**src/rtl/pll_reset_seq_pkg.sv**
```systemverilog
// Shared types and default cycle constants for the PLL reset sequencer.
package pll_reset_seq_pkg;

    typedef enum logic [1:0] {
        ST_WAIT_LOCK = 2'd0,
        ST_REL_MEM   = 2'd1,
        ST_RUN       = 2'd2,
        ST_PLL_KICK  = 2'd3
    } state_t;

    localparam int unsigned DEF_LOCK_STABLE_CYCLES  = 32'd1024;
    localparam int unsigned DEF_MEM_TO_CPU_CYCLES   = 32'd256;
    localparam int unsigned DEF_LOCK_TIMEOUT_CYCLES = 32'd65536;
    localparam int unsigned DEF_PLL_RST_CYCLES      = 32'd16;

    function automatic int unsigned max2(input int unsigned a, input int unsigned b);
        return (a > b) ? a : b;
    endfunction

endpackage

```
**src/rtl/pll_reset_seq_sync2.sv**
```systemverilog
// Generic two-flop synchroniser with asynchronous active-low clear to 0.
module sync2 (
    input  logic clk,
    input  logic rst_n,
    input  logic d,
    output logic q
);

    logic meta_r;
    logic sync_r;

    // Two-stage capture of an asynchronous level into the clk domain
    always_ff @(posedge clk or negedge rst_n) begin
        if (!rst_n) begin
            meta_r <= 1'b0;
            sync_r <= 1'b0;
        end else begin
            meta_r <= d;
            sync_r <= meta_r;
        end
    end

    assign q = sync_r;

endmodule

```
**src/rtl/pll_reset_seq.sv**
```systemverilog
// PLL lock qualifier and ordered memory/CPU reset release.
// Optional PLL watchdog enabled by defining PLL_RESET_SEQ_WATCHDOG_EN.
module pll_reset_seq
    import pll_reset_seq_pkg::*;
#(
    parameter int unsigned LOCK_STABLE_CYCLES  = DEF_LOCK_STABLE_CYCLES,
    parameter int unsigned MEM_TO_CPU_CYCLES   = DEF_MEM_TO_CPU_CYCLES,
    parameter int unsigned LOCK_TIMEOUT_CYCLES = DEF_LOCK_TIMEOUT_CYCLES,
    parameter int unsigned PLL_RST_CYCLES      = DEF_PLL_RST_CYCLES
) (
    input  logic       clk,
    input  logic       rstn,
    input  logic       pll_locked,
    input  logic       btn_rst_n,
    output logic       pll_rst,
    output logic       rst_mem,
    output logic       rst_cpu,
    output logic       ready,
    output logic [3:0] kick_cnt
);

`ifdef PLL_RESET_SEQ_WATCHDOG_EN
    localparam bit WD_EN = 1'b1;
`else
    localparam bit WD_EN = 1'b0;
`endif

    localparam int unsigned CNT_MAX = max2(max2(LOCK_STABLE_CYCLES, MEM_TO_CPU_CYCLES),
        WD_EN ? max2(LOCK_TIMEOUT_CYCLES, PLL_RST_CYCLES) : 32'd0);
    localparam int unsigned CW = $clog2(CNT_MAX) + 1;
    localparam logic [CW-1:0] ONE         = CW'(1);
    localparam logic [CW-1:0] STABLE_LAST = CW'(LOCK_STABLE_CYCLES - 1);
    localparam logic [CW-1:0] DELAY_LAST  = CW'(MEM_TO_CPU_CYCLES - 1);

    logic          lock_s;
    logic          btn_s;
    logic          go_s;
    state_t        state_r;
    state_t        state_nx_s;
    logic [CW-1:0] cnt_r;
    logic [CW-1:0] cnt_nx_s;
    logic          rst_mem_r;
    logic          rst_cpu_r;
    logic          ready_r;

    sync2 u_lock_sync (.clk(clk), .rst_n(rstn), .d(pll_locked), .q(lock_s));
    sync2 u_btn_sync  (.clk(clk), .rst_n(rstn), .d(btn_rst_n),  .q(btn_s));

    assign go_s = lock_s & btn_s;

`ifdef PLL_RESET_SEQ_WATCHDOG_EN
    localparam logic [CW-1:0] TMO_LAST  = CW'(LOCK_TIMEOUT_CYCLES - 1);
    localparam logic [CW-1:0] KICK_LAST = CW'(PLL_RST_CYCLES - 1);
    logic [CW-1:0] tmo_r;
    logic [CW-1:0] tmo_nx_s;
    logic          pll_rst_r;
    logic [3:0]    kick_cnt_r;
`endif

    // Next-state and counter logic; cnt_r is the stable, delay or kick counter by state
    always_comb begin
        state_nx_s = state_r;
        cnt_nx_s   = cnt_r;
`ifdef PLL_RESET_SEQ_WATCHDOG_EN
        tmo_nx_s   = '0;
`endif
        case (state_r)
            ST_WAIT_LOCK: begin
`ifdef PLL_RESET_SEQ_WATCHDOG_EN
                tmo_nx_s = tmo_r + ONE;
`endif
                if (go_s && (cnt_r == STABLE_LAST)) begin
                    state_nx_s = ST_REL_MEM;
                    cnt_nx_s   = '0;
`ifdef PLL_RESET_SEQ_WATCHDOG_EN
                end else if (tmo_r == TMO_LAST) begin
                    state_nx_s = ST_PLL_KICK;
                    cnt_nx_s   = '0;
`endif
                end else if (go_s) begin
                    cnt_nx_s = cnt_r + ONE;
                end else begin
                    cnt_nx_s = '0;
                end
            end
            ST_REL_MEM: begin
                if (!go_s) begin
                    state_nx_s = ST_WAIT_LOCK;
                    cnt_nx_s   = '0;
                end else if (cnt_r == DELAY_LAST) begin
                    state_nx_s = ST_RUN;
                    cnt_nx_s   = '0;
                end else begin
                    cnt_nx_s = cnt_r + ONE;
                end
            end
            ST_RUN: begin
                if (!go_s) begin
                    state_nx_s = ST_WAIT_LOCK;
                end else begin
                    state_nx_s = ST_RUN;
                end
                cnt_nx_s = '0;
            end
`ifdef PLL_RESET_SEQ_WATCHDOG_EN
            // The kick pulse always runs to completion, whatever go_s does
            ST_PLL_KICK: begin
                if (cnt_r == KICK_LAST) begin
                    state_nx_s = ST_WAIT_LOCK;
                    cnt_nx_s   = '0;
                end else begin
                    cnt_nx_s = cnt_r + ONE;
                end
            end
`endif
            default: begin
                state_nx_s = ST_WAIT_LOCK;
                cnt_nx_s   = '0;
            end
        endcase
    end

    // State register and outputs decoded from the next state
    always_ff @(posedge clk or negedge rstn) begin
        if (!rstn) begin
            state_r    <= ST_WAIT_LOCK;
            cnt_r      <= '0;
            rst_mem_r  <= 1'b1;
            rst_cpu_r  <= 1'b1;
            ready_r    <= 1'b0;
`ifdef PLL_RESET_SEQ_WATCHDOG_EN
            tmo_r      <= '0;
            pll_rst_r  <= 1'b0;
            kick_cnt_r <= 4'd0;
`endif
        end else begin
            state_r    <= state_nx_s;
            cnt_r      <= cnt_nx_s;
            rst_mem_r  <= !((state_nx_s == ST_REL_MEM) || (state_nx_s == ST_RUN));
            rst_cpu_r  <= (state_nx_s != ST_RUN);
            ready_r    <= (state_nx_s == ST_RUN);
`ifdef PLL_RESET_SEQ_WATCHDOG_EN
            tmo_r      <= tmo_nx_s;
            pll_rst_r  <= (state_nx_s == ST_PLL_KICK);
            if ((state_nx_s == ST_PLL_KICK) && (state_r != ST_PLL_KICK) && (kick_cnt_r != 4'd15)) begin
                kick_cnt_r <= kick_cnt_r + 4'd1;
            end else begin
                kick_cnt_r <= kick_cnt_r;
            end
`endif
        end
    end

    assign rst_mem = rst_mem_r;
    assign rst_cpu = rst_cpu_r;
    assign ready   = ready_r;
`ifdef PLL_RESET_SEQ_WATCHDOG_EN
    assign pll_rst  = pll_rst_r;
    assign kick_cnt = kick_cnt_r;
`else
    assign pll_rst  = 1'b0;
    assign kick_cnt = 4'd0;
`endif

endmodule

```
**config.mk**
```make
export PLATFORM = sky130hd
export DESIGN_NAME = pll_reset_seq
export DESIGN_NICKNAME = d
export VERILOG_FILES = /design/src/rtl/pll_reset_seq_pkg.sv /design/src/rtl/pll_reset_seq_sync2.sv /design/src/rtl/pll_reset_seq.sv
export SDC_FILE = /design/constraint.sdc
export NUM_CORES = 1
export LEC_CHECK = 0
export BUFFER_PORTS_ARGS = -buffer_cell sky130_fd_sc_hd__buf_2
export CORE_ASPECT_RATIO = 0.75
export CORE_UTILIZATION = 53
export DETAILED_ROUTE_END_ITERATION = 16
export PLACE_DENSITY = 0.74
export SYNTH_ARGS = -nofsm -noshare
export SYNTH_HDL_FRONTEND = slang
export SYNTH_SLANG_ARGS = --single-unit
export TNS_END_PERCENT = 50
```
**constraint.sdc**
```tcl
create_clock -name clk -period 4.3 [get_ports clk]
set_clock_uncertainty 0.15 [all_clocks]
set_input_delay 0.215 -clock clk [delete_from_list [all_inputs] [get_ports clk]]
set_output_delay 0.215 -clock clk [all_outputs]
set_load 0.05 [all_outputs]
```
==> flow_summary.json, run 1 <==
{
  "p_sw_mw": 0.0717,
  "rsz0062_at_grt": "no",
  "cp_cell_sequence": "ha_1, nand4_2, o41ai_2, o31a_1, nor2_1",
  "met2_usage": 0.320,
  "vdd_drop_max_v": 0.000208,
  "ant_nets": 0,
  "place_ws_ns": 2.33,
  "cp-startpoint": "cnt_r[0]",
  "period_minus_slack_ns": 2.00,
  "drv_cap": 0,
  "initial_core_util": 0.594,
  "cts_tree": "yes",
  "avgSynthCellArea_um2": 10.9,
  "syn_area_um2": 927,
  "clk_latency_ns": 0.30,
  "period_share": 0.465,
  "routed_wl_um": 1480,
  "final_cells": 116,
  "seq_area_um2": 503,
  "clk_pin_slew_worst_paths_ns": 0.10,
  "outcome": "finished clean",
  "vias_per_cell": 5.22,
  "cpPeakStageDelay_ns": 0.44,
  "antenna_found_initial": 0,
  "p_sw_frac": 0.237,
  "syn_inst": 85,
  "final_nets": 102,
  "port_buffers": 6,
  "fin_ws_ns": 2.30,
  "synth_top_area_frac": 0.486,
  "p_per_area_mw_per_mm2": 301,
  "vias": 606,
  "syn_to_final_growth_pct": 8.50,
  "drv_slew": 0,
  "crit_fanout": 10,
  "drive_above_1_share": 0.147,
  "leakage_nw": 0.417,
  "netlist_top_cells_area": "dfrtp_1 (49%), dfstp_2 (5.7%), buf_4 (4.9%), xnor2_1 (4.7%), nor2_1 (4.0%)",
  "cts_buffers": 3,
  "cts-root-buf": "clkbuf_4",
  "die_h_um": 38.2,
  "final-hold-violation-count": 0,
  "dp_hpwl_um": 1070,
  "fp-row-count": 12,
  "max_freq_mhz": 500,
  "cts-resized-gates": 0,
  "critPathArrivalTime_ns": 2.03,
  "hp-class": "input pin to asynchronous set/reset pin",
  "p_comb_frac": 0.069,
  "wl_per_cell_um": 12.8,
  "globalRouteMet3Util": 0.0833,
  "slowest_stage": "o31a_1",
  "synth_top_cell_by_area": "dfrtp_1",
  "cp.depth": 5,
  "place_congestion": 0.880,
  "r2r_slack_ns": 2.30,
  "drtIter0Drc": 10,
  "p_int_mw": 0.231,
  "crit_family": "compound AO/OA/AOI/OAI gates",
  "critPathBufInv": 0,
  "antenna_cells": 0,
  "yosysUniqueCellTypes": 31,
  "rr_endpoint": "cnt_r[9]",
  "critical_path_class": "register to register",
  "reg2regPathDepth": 5,
  "boundaryPins": 12,
  "htreeDepth": 1,
  "die-area_mm2": 0.00192,
  "clkPwrFrac": 0.297,
  "fin_area_mm2": 0.00101,
  "fillers": 124,
  "power_frac_seq": 0.634,
  "ys_seq_elements": 20,
  "clock_sinks": 20,
  "dr.pass1.iters": 4,
  "top_usage_layer": "met2",
  "finalSetupViolCount": 0,
  "grt_pass1_wl_um": 2560,
  "synth-seq-area-share": 0.543,
  "die_x_um": 50.3,
  "grt_pass1_vias": 573,
  "multi_input_area_um2": 383,
  "grt_max_degree": 21,
  "cts.path.max_buffers": 2,
  "overflow": 0,
  "dpl_cell_area_um2": 950,
  "core_area_mm2": 0.00156,
  "cp-start-kind": "register",
  "ys_warn_count": 0,
  "setup_tns_ns": 0,
  "crit_required_ns": 4.33,
  "met1_usage": 0.243,
  "post-place-cells": 109,
  "reg2reg_from": "cnt_r[0]",
  "grt.total_usage": 0.195,
  "critPathCaptureType": "register",
  "drc": 0
}
[state kept, by name, summed over array words and instances, names as in the netlist]
signal              count
rst_mem                 1
cnt_r                  11
u_btn_sync.q            1
state_r                 2
ready                   1
u_btn_sync.meta_r       1
rst_cpu                 1
u_lock_sync.meta_r      1
u_lock_sync.q           1
[cells in the final DEF, fill, tap and decap left out, drive strengths merged, types with 3 or more instances in the layout]
cell,count
dlygate4sd3,3
buf,6
conb,5
clkbuf,4
nor2,10
nand4,3
xnor2,5
nor3,3
nand2,4
nand3,4
dfrtp,18
a21oi,4
xor2,3
[repair_timing]
| item | 4_1_cts | 5_1_grt |
|---|---|---|
| hold buffers | 3 | 0 |
| buffers inserted | 0 | 0 |
| hold endpoints to repair | 20 | 0 |
[power by group through the flow]
stage / Combinational (mW) / Clock [mW] / Sequential [mW]
2_1_floorplan: 0.0173 / 0 / 0.195
3_3_place_gp: 0.0187 / 0 / 0.196
3_5_place_dp: 0.0190 / 0 / 0.196
4_1_cts: 0.0211 / 0.0933 / 0.192
5_1_grt: 0.0230 / 0.103 / 0.193
6_report: 0.0208 / 0.0900 / 0.192
[through the flow]
stage	total power, mW	util	hold WS, ns
global placement	0.214	0.608	0.0221
floorplan	0.213	-	-0.231
finish	0.303	0.644	0.215
global route	0.319	0.644	0.226
detailed placement	0.215	0.608	0.0288
CTS	0.307	0.644	0.218
[cell type report]
| class | count | share of cell area |
|---|---|---|
| flip-flops and latches | 20 | 0.500 |
| well taps | 21 | 0.0261 |
| multi-input cells | 60 | 0.381 |
| repair buffers | 9 | 0.0597 |
| inverters | 2 | 0.00746 |
| clock buffers | 4 | 0.0261 |
[worst reg2reg max path, stage by stage (launching register included)]
cell and delay (ns):
dfrtp_1 0.38, ha_1 0.25, nand4_2 0.17, o41ai_2 0.39, o31a_1 0.44, nor2_1 0.10
[worst max-delay path by stage]
stage / endpoint / slack [ns]
after global routing: cnt_r[9] / 2.13
after detailed placement: cnt_r[6] / 2.33
after global placement: cnt_r[9] / 2.44
after floorplan: rst_mem / 2.60
final: cnt_r[9] / 2.30
after CTS: cnt_r[1] / 2.32
[cells by family (layout without fill, tap and decap cells)]
| group | Yosys count | count (layout) | share of synthesized area |
|---|---|---|---|
| AO/OA/AOI/OAI | 12 | 12 | 0.0945 |
| XOR/XNOR | 8 | 8 | 0.0756 |
| adder cells (fa/ha/maj) | 2 | 2 | 0.0270 |
| buffers and inverters | 9 | 15 | 0.0607 |
| flip-flops | 20 | 20 | 0.543 |
| other | 1 | 5 | 0.00404 |
| AND/OR/NAND/NOR | 33 | 33 | 0.196 |
[synthesized netlist by cell type, drive strengths merged]
master	instances
o211ai	1
dfstp	2
nor4	1
and4b	1
inv	2
ha	2
and4	1
nor3	3
nand3b	1
o21ai	2
a21oi	4
nand3	4
nand4b	1
o41ai	2
xor2	3
buf	6
nor4b	1
conb	1
nor2b	1
a21o	1
nor2	10
nand4	3
dfrtp	18
nand2	4
o31a	2
nand2b	1
xnor2	5
or2	1
clkbuf	1
[routing by layer]
layer	vias up	part of all wire
met3	0	0.050
met4	0	0
li1	309	-
met2	14	0.45
met5	-	0
met1	283	0.49
No activity file was read; power rests on OpenSTA's default activity.
==> run 2, diff against run 1 <==
--- a/config.mk
+++ b/config.mk
@@ -7,9 +7,9 @@
 export LEC_CHECK = 0
 export BUFFER_PORTS_ARGS = -buffer_cell sky130_fd_sc_hd__buf_2
 export CORE_ASPECT_RATIO = 0.75
-export CORE_UTILIZATION = 53
+export CORE_UTILIZATION = 49
 export DETAILED_ROUTE_END_ITERATION = 16
-export PLACE_DENSITY = 0.74
+export PLACE_DENSITY = 0.72
 export SYNTH_ARGS = -nofsm -noshare
 export SYNTH_HDL_FRONTEND = slang
 export SYNTH_SLANG_ARGS = --single-unit
==> constraint.sdc (replaced) <==
create_clock -name clk -period 1.7 [get_ports clk]
set_clock_uncertainty 0.15 [all_clocks]
set_input_delay 0.085 -clock clk [delete_from_list [all_inputs] [get_ports clk]]
set_output_delay 0.085 -clock clk [all_outputs]
set_load 0.05 [all_outputs]
==> run 2 against run 1 <==
Effect of this change: wire length rose by 28%; power grew to 2.7 times the previous value; non-clock buffer count grew 17; global-route usage increased by 1.9 points; the flow now finishes with violations (negative setup slack); highest routed layer is now met4; via count up 20%; combinational power grew to 3.0 times the previous value.
==> flow_summary.json, run 2 (synthesis gave the netlist of run 1 again) <==
{
  "ant_nets": 0,
  "grt_pass1_vias": 654,
  "vias_per_cell": 5.42,
  "leakage_nw": 0.518,
  "antenna_found_initial": 0,
  "vias": 726,
  "crit_fanout": 7,
  "die_h_um": 39.7,
  "vdd_drop_max_v": 0.000693,
  "clock_sinks": 20,
  "place_congestion": 0.868,
  "dr.pass1.iters": 4,
  "cts_buffers": 3,
  "drive_above_1_share": 0.330,
  "fp-row-count": 13,
  "cts.path.max_buffers": 2,
  "period_minus_slack_ns": 1.70,
  "htreeDepth": 1,
  "die-area_mm2": 0.00207,
  "p_total_mw": 0.816,
  "crit_required_ns": 1.73,
  "dpl_cell_area_mm2": 0.00106,
  "critical_path_class": "register to register",
  "final-hold-violation-count": 0,
  "mostFrequentLayoutCells": "dfrtp_1 (18), buf_4 (17), nor2_1 (10), buf_2 (6)",
  "cts-root-buf": "clkbuf_4",
  "critPathArrivalTime_ns": 1.74,
  "critPathCaptureType": "register",
  "routed_wl_um": 1890,
  "period_share": 1.00,
  "syn_to_final_growth_pct": 28.2,
  "outcome": "complete, but fails checks",
  "hp-class": "input pin to asynchronous set/reset pin",
  "drc": 0,
  "final_cells": 134,
  "port_buffers": 6,
  "violations": "negative setup slack",
  "post-place-cells": 124,
  "drv_cap": 0,
  "largest_reg_flops": 11,
  "regMostFlops": "cnt_r",
  "core_area_mm2": 0.00176,
  "boundaryPins": 12,
  "final_common_cell": "dfrtp_1",
  "cp-start-kind": "register",
  "drtIter0Drc": 9,
  "max_freq_mhz": 587,
  "clk_latency_ns": 0.30,
  "dp_hpwl_um": 1300,
  "reg_top3": "cnt_r x11, state_r x2",
  "fin_util": 0.677,
  "die_x_um": 52.2,
  "grt.total_usage": 0.213,
  "finalSetupViolCount": 1,
  "antenna_cells": 0,
  "clk_pin_slew_worst_paths_ns": 0.10,
  "rsz0062_at_grt": "yes",
  "overflow": 0,
  "drv_slew": 0,
  "place_ws_ns": -0.0509,
  "fin_ws_ns": -0.00402,
  "fin_area_mm2": 0.00119,
  "grt_max_degree": 21,
  "initial_core_util": 0.528,
  "grt_pass1_wl_um": 2920,
  "p_per_area_mw_per_mm2": 686,
  "wl_per_cell_um": 14.1,
  "cts_tree": "yes",
  "final_nets": 119
}
[run 2: final cells by class]
cell class / count / area, um^2
clock buffer: 4 / 36.3
fill: 133 / 568
inverter: 2 / 7.51
multi-input combinational: 60 / 427
sequential: 20 / 503
tap: 22 / 27.5
timing repair buffer: 26 / 188
[run 2: metrics by stage]
stage,TNS [ns],hold slack (ns)
floorplan,0,-0.361
global placement,0,-0.105
detailed placement,-0.0989,-0.101
CTS,-0.232,0.110
global route,-1.07,0.121
finish,-0.00402,0.0924
[run 2: worst paths after layout]
check                           slack, ns               from            to  cells past startpoint
worst min-delay path                 0.09               rstn      cnt_r[6]                      2
worst max register to register     -0.004           cnt_r[8]      cnt_r[0]                      5
worst min register to register       0.21  u_btn_sync.meta_r  u_btn_sync.q                      0
worst max-delay path               -0.004           cnt_r[8]      cnt_r[0]                      5
max in group asynchronous            0.98               rstn       rst_mem                      2
min in group clk                     0.21  u_btn_sync.meta_r  u_btn_sync.q                      0
[run 2: repair_timing]
item                                   4_1_cts  5_1_grt
setup buffers                                1        2
resized for setup                            3        3
hold buffers                                 3        0
pin swaps                                    4        5
endpoints found under the hold margin       22        0
setup endpoints to repair                   12       14
[run 2: layer usage]
| metal | vias to the layer above | share of wire | global-route usage |
|---|---|---|---|
| met5 | - | 0 | 0 |
| met4 | 0 | 0.017 | 0.0724 |
| met3 | 4 | 0.034 | 0.0853 |
| met2 | 22 | 0.49 | 0.359 |
| met1 | 359 | 0.46 | 0.251 |
| li1 | 341 | - | - |
[run 2: worst max-delay path: stages (launching register included)]
cell	delay [ns]
dfrtp_1	0.55
nand4_1	0.22
nor4b_1	0.30
o31a_1	0.18
buf_4	0.14
nor3_1	0.05
[run 2: power breakdown]
| group | internal (mW) | leakage (nW) | switching, mW | total (mW) |
|---|---|---|---|---|
| clock | 0.131 | 0.0210 | 0.136 | 0.266 |
| sequential | 0.483 | 0.262 | 0.00309 | 0.486 |
| combinational | 0.0184 | 0.235 | 0.0450 | 0.0634 |
